### src/rtl/ycconfig_loader.sv
// ycconfig_loader: transmit end of the Morphle Logic ycconfig shift chain.
// Serializes 3-bit cell codes MSB-first onto cbitout/confclk and reassembles
// the bits that fall out of the chain tail (cbitret) into read-back codes.
module ycconfig_loader #(
  parameter int CELLS = 8,
  parameter int DIV   = 2
) (
  input  logic       clk,
  input  logic       reset_n,
  input  logic       in_valid,
  input  logic [2:0] in_code,
  output logic       in_ready,
  output logic       confclk,
  output logic       cbitout,
  input  logic       cbitret,
  output logic       busy,
  output logic       frame_done,
  output logic       rb_valid,
  output logic [2:0] rb_code
);

  localparam int CW = (CELLS > 1) ? $clog2(CELLS) : 1;
  localparam int PW = (DIV > 1) ? $clog2(DIV) : 1;
  localparam logic [CW-1:0] LAST_CELL = CW'(CELLS - 1);
  localparam logic [PW-1:0] LAST_PH   = PW'(DIV - 1);

  typedef enum logic [1:0] {IDLE, WAIT, SETUP, HIGH} state_t;

  state_t        state_reg, state_next;
  logic [PW-1:0] ph_reg, ph_next;          // cycle within a confclk phase
  logic [1:0]    b_reg, b_next;            // bit of the code being sent
  logic [CW-1:0] c_reg, c_next;            // code index within the frame
  logic [2:0]    code_reg, code_next;      // code latched at accept
  logic [1:0]    rb_shift_reg, rb_shift_next;  // first two read-back samples
  logic [2:0]    rb_code_reg, rb_code_next;
  logic          rb_valid_reg, rb_valid_next;
  logic          busy_reg, busy_next;
  logic          frame_done_reg, frame_done_next;
  logic          in_ready_reg, in_ready_next;
  logic          confclk_reg, confclk_next;
  logic          cbitout_reg, cbitout_next;

  // Next-state logic; outputs are derived from the next state so they can be registered.
  always_comb begin
    state_next      = state_reg;
    ph_next         = ph_reg;
    b_next          = b_reg;
    c_next          = c_reg;
    code_next       = code_reg;
    rb_shift_next   = rb_shift_reg;
    rb_code_next    = rb_code_reg;
    rb_valid_next   = 1'b0;
    busy_next       = busy_reg;
    frame_done_next = 1'b0;

    case (state_reg)
      IDLE, WAIT: begin
        // in_ready_reg gates the accept so nothing is taken before the first clock after reset
        if (in_valid && in_ready_reg) begin
          code_next  = in_code;
          b_next     = 2'd2;
          ph_next    = '0;
          busy_next  = 1'b1;
          state_next = SETUP;
        end
      end
      SETUP: begin
        if (ph_reg == LAST_PH) begin
          ph_next       = '0;
          state_next    = HIGH;
          // sample the tail bit just before the rising confclk shifts the chain
          rb_shift_next = {rb_shift_reg[0], cbitret};
          if (b_reg == 2'd0) begin
            rb_code_next  = {rb_shift_reg, cbitret};
            rb_valid_next = 1'b1;
          end
        end else begin
          ph_next = ph_reg + 1'b1;
        end
      end
      HIGH: begin
        if (ph_reg == LAST_PH) begin
          ph_next = '0;
          if (b_reg != 2'd0) begin
            b_next     = b_reg - 2'd1;
            state_next = SETUP;
          end else if (c_reg == LAST_CELL) begin
            c_next          = '0;
            busy_next       = 1'b0;
            frame_done_next = 1'b1;
            state_next      = IDLE;
          end else begin
            c_next     = c_reg + 1'b1;
            state_next = WAIT;
          end
        end else begin
          ph_next = ph_reg + 1'b1;
        end
      end
      default: state_next = IDLE;
    endcase

    in_ready_next = (state_next == IDLE) || (state_next == WAIT);
    confclk_next  = (state_next == HIGH);
    // cbitout only moves on entry to SETUP, while confclk is low
    cbitout_next  = cbitout_reg;
    if ((state_next == SETUP) && (state_reg != SETUP)) begin
      cbitout_next = code_next[b_next];
    end
  end

  // State and registered outputs; reset drops confclk without waiting for a clock.
  always_ff @(posedge clk or negedge reset_n) begin
    if (!reset_n) begin
      state_reg      <= IDLE;
      ph_reg         <= '0;
      b_reg          <= '0;
      c_reg          <= '0;
      code_reg       <= '0;
      rb_shift_reg   <= '0;
      rb_code_reg    <= '0;
      rb_valid_reg   <= 1'b0;
      busy_reg       <= 1'b0;
      frame_done_reg <= 1'b0;
      in_ready_reg   <= 1'b0;
      confclk_reg    <= 1'b0;
      cbitout_reg    <= 1'b0;
    end else begin
      state_reg      <= state_next;
      ph_reg         <= ph_next;
      b_reg          <= b_next;
      c_reg          <= c_next;
      code_reg       <= code_next;
      rb_shift_reg   <= rb_shift_next;
      rb_code_reg    <= rb_code_next;
      rb_valid_reg   <= rb_valid_next;
      busy_reg       <= busy_next;
      frame_done_reg <= frame_done_next;
      in_ready_reg   <= in_ready_next;
      confclk_reg    <= confclk_next;
      cbitout_reg    <= cbitout_next;
    end
  end

  assign in_ready   = in_ready_reg;
  assign confclk    = confclk_reg;
  assign cbitout    = cbitout_reg;
  assign busy       = busy_reg;
  assign frame_done = frame_done_reg;
  assign rb_valid   = rb_valid_reg;
  assign rb_code    = rb_code_reg;

endmodule
### config.mk
export PLATFORM = sky130hd
export DESIGN_NAME = ycconfig_loader
export DESIGN_NICKNAME = d
export VERILOG_FILES = /design/src/rtl/ycconfig_loader.sv
export SDC_FILE = /design/constraint.sdc
export NUM_CORES = 1
export LEC_CHECK = 0
export BUFFER_PORTS_ARGS = -buffer_cell sky130_fd_sc_hd__buf_2
export CAP_MARGIN = 20
export CORE_MARGIN = 2
export CORE_UTILIZATION = 48
export DETAILED_ROUTE_END_ITERATION = 12
export PLACE_DENSITY_LB_ADDON = 0.2
export SLEW_MARGIN = 0
export SYNTH_ARGS = -nofsm -noshare
export SYNTH_HDL_FRONTEND = slang
export SYNTH_SLANG_ARGS = --single-unit
### constraint.sdc
create_clock -name clk -period 1.8 [get_ports clk]
set_input_delay 0.18 -clock clk [delete_from_list [all_inputs] [get_ports clk]]
set_output_delay 0.18 -clock clk [all_outputs]
set_load 0.005 [all_outputs]
# == Word level (Yosys, flattened, before mapping) ==
# Cells that the tools add are included.
# classes
add_sub_neg,3
multipliers,0
div_mod_pow,0
magnitude_cmp,1
n_eq_ne,12
n_shift,0
mux,30
bitwise_logic,1
n_reduce_logical,14
# ops
cell,count
two-way mux 1 bit,15
two-way mux 2 bit,7
"inequality test 2 bit, second input constant",5
two-way mux 3 bit,3
"equality test 2 bit, second input constant",4
logical NOT 2 bit,3
one-hot mux 2 bit (3 select lines),1
AND reduction 3 bit,2
AND reduction 5 bit,1
"equality test 2 x 1 -> 1 bit, second input constant",2
one-hot mux 1 bit (2 select lines),2
one-hot mux 2 bit (2 select lines),1
nonzero test 2 bit,2
OR reduction 2 bit,2
"adder 3 x 1 -> 3 bit, second input constant",1
"equality test 3 bit, second input constant",1
"less-than comparator 2 x 3 -> 1 bit, second input constant",1
binary-select mux 1 bit (select 2 bit),1
logical AND 1 bit,2
AND reduction 2 bit,1
"subtractor 2 x 1 -> 2 bit, second input constant",1
"adder 1 bit, second input constant",1
logical OR 1 bit,1
inverter 1 bit,1
# word_totals
ff_bits,22
latchBits,0
mem_bits_rw,0
mem_bits_ro,0
in_bits,7
memories,0

# == Logic depth before layout (Yosys ltp) ==
# logic_depth
word_depth,7
mapped_depth,7
ltp_nobuf,5

# == Worst setup path after synthesis ==
# OpenSTA, ideal clock, no wires.
# synth_timing
path_kind,flip-flop to flip-flop
startpoint,register state_reg[1]
endpoint,"register cbitout_reg, in the netlist cbitout"
arrival_time_ps,1595
setup_slack_ps,85
stages_incl_launch_ff,8
period_less_slack_ps,1715
cell_sequence,dfrtp_1 buf_6 and3b_1 buf_6 a31oi_4 a22o_4 mux2_4 a31o_1
# synth_via
elab_chain_cells,5
# synth_rtl
item,line,rtl
from (decl),29,"state_t state_reg, state_next;"
from (signal assigned),129,state_reg <= state_next;
equality test 2 x 1 -> 1 bit / logical NOT 2 bit (equally long branches),56,case (state_reg)
OR reduction 2 bit,56,
one-hot mux 2 bit (2 select lines) *,56,
via b_next[0],31,"logic [1:0] b_reg, b_next;"
binary-select mux 1 bit (select 2 bit) *,108,cbitout_next = code_next[b_next];
two-way mux 1 bit (not written as such) *,108,
to (signal assigned),141,cbitout_reg <= cbitout_next;
to (decl),41,"logic cbitout_reg, cbitout_next;"
# The timed path passes the listed nets; every way through them passes the cells marked *. The select of a mux whose other input is x is not followed.
# A chain may end at the register's enable or synchronous reset.

# == Worst setup path after layout ==
# Same ends and word-level chain as after synthesis.

==> impl_metrics.py <==
metrics = {
    "status": {
        "status": "finished, final reports clean",
    },
    "finish": {
        "multi_input_area_um2": 364.1,
        "layout-drive-gt1-share_pct": 29.00,
        "area_growth_pct": 14.01,
        "seq_area_um2": 550.5,
        "fillCellCount": 173,
        "fin_nets": 111,
        "fin_area_mm2": 0.001090,
        "diodes": 0,
    },
    "power_and_ir_drop": {
        "power_frac_comb_pct": 39.9,
        "p_int_uw": 1159,
        "p_leak_uw": 0.0005752,
        "switchingPower_uw": 605.4,
        "peakVddDrop_mv": 0.7997,
        "seq_power_share_pct": 47.9,
        "power.density_mw_per_mm2": 1619,
        "p_sw_share_pct": 34.31,
        "clkPwrFrac_pct": 12.2,
    },
    "placement": {
        "gp_congestion": 0.7262,
        "place_area_mm2": 0.001057,
        "place.port_buffers": 15,
        "hpwl_um": 1099,
    },
    "synth": {
        "synth.area.top_cells": "dfrtp_1, nand2_1, mux2_2, ha_1, buf_6",
        "post-synth-top-count-cell": "dfrtp_1",
        "synth_common_cells": "dfrtp_1, nand2_1, inv_1",
        "synthCells": 81,
        "yosys_warnings": 0,
        "synth_fp_nets": 90,
        "ys_types": 29,
        "synth_area_per_cell_um2": 11.80,
        "synthDominantCellAreaShare_pct": 57.59,
        "synth-edff-count": 0,
        "yosysTopAreaCell": "dfrtp_1",
        "syn-cell-area_um2": 955.9,
        "synth-async-reset-ratio_pct": 100.0,
        "ys.flop_type": "dfrtp_1",
        "seq_area_frac_synth_pct": 57.59,
        "synth-seq-cells": 22,
    },
    "hold_path": {
        "hp-class": "primary input to register",
    },
    "route": {
        "drt-vias-per-instance": 4.874,
        "postRouteAntennaNets": 0,
        "firstDrtPassIters": 4,
        "wl_per_cell_um": 11.85,
        "routed_wl_um": 1505,
        "dr_total_vias": 619,
        "drc_errors": 0,
        "drt-initial-drc-count": 7,
    },
    "floorplan": {
        "die_h_um": 48.63,
        "io_pins": 16,
        "rows": 16,
        "die_area_mm2": 0.002364,
        "start_util_pct": 49.74,
        "die_w_um": 48.63,
        "core_area_mm2": 0.001922,
    },
    "worst_setup_path": {
        "crit_fanout": 4,
        "cp-start-kind": "register",
        "cp_data_arrival_time_ns": 1.89,
        "cp_slowest_cell": "dfrtp_1",
        "critPathKind": "register to register",
        "cpPeakStageDelay_ns": 0.39,
        "path_buf_inv": 0,
        "crit_path_cell_trace": "and3b_1, a31oi_4, a22o_4, mux2_4, a31o_1",
        "end_kind": "register",
        "cp_top_family": "compound AO/OA/AOI/OAI gates",
        "crit_required_ns": 2.00,
    },
    "sta": {
        "fin_skew_ns": 0.001824,
        "fin_crit_sh_pct": 93.89,
        "relSlewSlack_pct": 68.29,
        "max_clock_freq_mhz": 591.7,
        "whs_ns": 0.08792,
        "finalMaxSlewViolations": 0,
        "min_period_ns": 1.690,
        "hold_viol": 0,
        "rsz0062_at_grt": "no",
        "finalSetupViolations": 0,
        "worst_pin_slew_ns": 0.4756,
        "fin_tns_setup_ns": 0,
    },
    "clock_network": {
        "cts_max_level": 1,
        "cts-root-buf": "clkbuf_4",
        "clock_path_buffers": 2,
        "path_clk_slew_ns": 0.11,
        "cts.sinks": 22,
        "cts.hold.buffers_added": 1,
        "cts_made_buffers": 3,
        "cts_setup_buffers": 0,
        "clk_latency_ns": 0.30,
        "cts_tree": "built",
        "cts_resized": 0,
    },
    "grt": {
        "grt_pass1_wl_um": 2511,
        "grt_max_degree": 23,
        "grt_overflow": 0,
        "first_global_vias": 581,
        "antenna_found_initial": 0,
        "grt_usage_pct": 14.19,
    },
    "flow_run": {
        "drv_cap": 0,
    },
}
## final timing paths
check / from / end / slack [ns] / cells past startpoint
worst max-delay path: state_reg[1]$_DFF_PN0_ / cbitout$_DFFE_PN0P_ / 0.11 / 5
worst min-delay path: cbitret / rb_code[0]$_DFFE_PN0P_ / 0.09 / 3
worst max register to register: state_reg[1]$_DFF_PN0_ / cbitout$_DFFE_PN0P_ / 0.11 / 5
worst min register to register: rb_shift_reg[1]$_DFFE_PN0P_ / rb_code[2]$_DFFE_PN0P_ / 0.47 / 2
max in group asynchronous: reset_n / rb_shift_reg[0]$_DFFE_PN0P_ / 1.12 / 2
min in group asynchronous: reset_n / rb_valid$_DFF_PN0_ / 0.36 / 2
## power groups by stage
stage	logic (µW)	registers, µW	clock network [µW]
floorplan	517	849	0
global placement	692	854	0
detailed placement	711	857	0
CTS	716	846	224
global route	788	874	252
finish	704	845	215
## through the flow
stage / std cells / power, µW / setup WS (ns) / utilization [%]
after global routing: 127 / 1913 / 0.04540 / 56.71
after floorplan: 81 / 1367 / 0.08543 / -
after detailed placement: 123 / 1568 / 0.1230 / 55.01
after global placement: 123 / 1546 / 0.1433 / 55.01
after CTS: 127 / 1786 / 0.1006 / 56.71
final: 127 / 1764 / 0.1100 / 56.71
## metal layers
layer | global-route usage [%] | vias to the layer above | part of all wire [%]
li1 | - | 310 | -
met5 | 0 | - | 0
met1 | 18.89 | 293 | 49
met4 | 8.571 | 0 | 2.0
met2 | 21.46 | 12 | 47
met3 | 2.778 | 4 | 2.5
## worst register-to-register path, stage by stage, from the launching register on
cell	delay, ns
dfrtp_1	0.39
and3b_1	0.35
a31oi_4	0.07
a22o_4	0.28
mux2_4	0.29
a31o_1	0.20
## logic make-up after synthesis
family          Yosys count  synth area share, %
mux                       7                8.376
simple gates             29                14.92
flops                    22                57.59
xor+xnor                  1               0.9164
buf+inv                   7                4.319
fa+ha+maj                 2                2.617
compound gates           13                11.26
## layout by cell type, fill, tap and decap left out, drive strengths merged
master	n
nand3b	1
xor2	1
and3b	1
a21oi	3
clkbuf	3
mux2	5
o22ai	1
or3	1
o21a	1
or2	1
nor2	1
a21o	1
mux2i	2
dfrtp	22
o21ai	3
nand2	18
dlygate4sd3	1
buf	17
and4b	1
ha	2
nor3	1
a31o	1
a22o	1
and2b	1
and2	2
o41ai	1
inv	5
nand2b	1
a31oi	1
## final cells by class
type                       count  share of cell area [%]
multi-input combinational     52                   33.41
sequential                    22                   50.52
inverter                       5                   1.722
clock buffer                   3                   2.067
tap                           27                   3.100
timing repair buffer          18                   9.185
(Power assumes the default switching activity.)
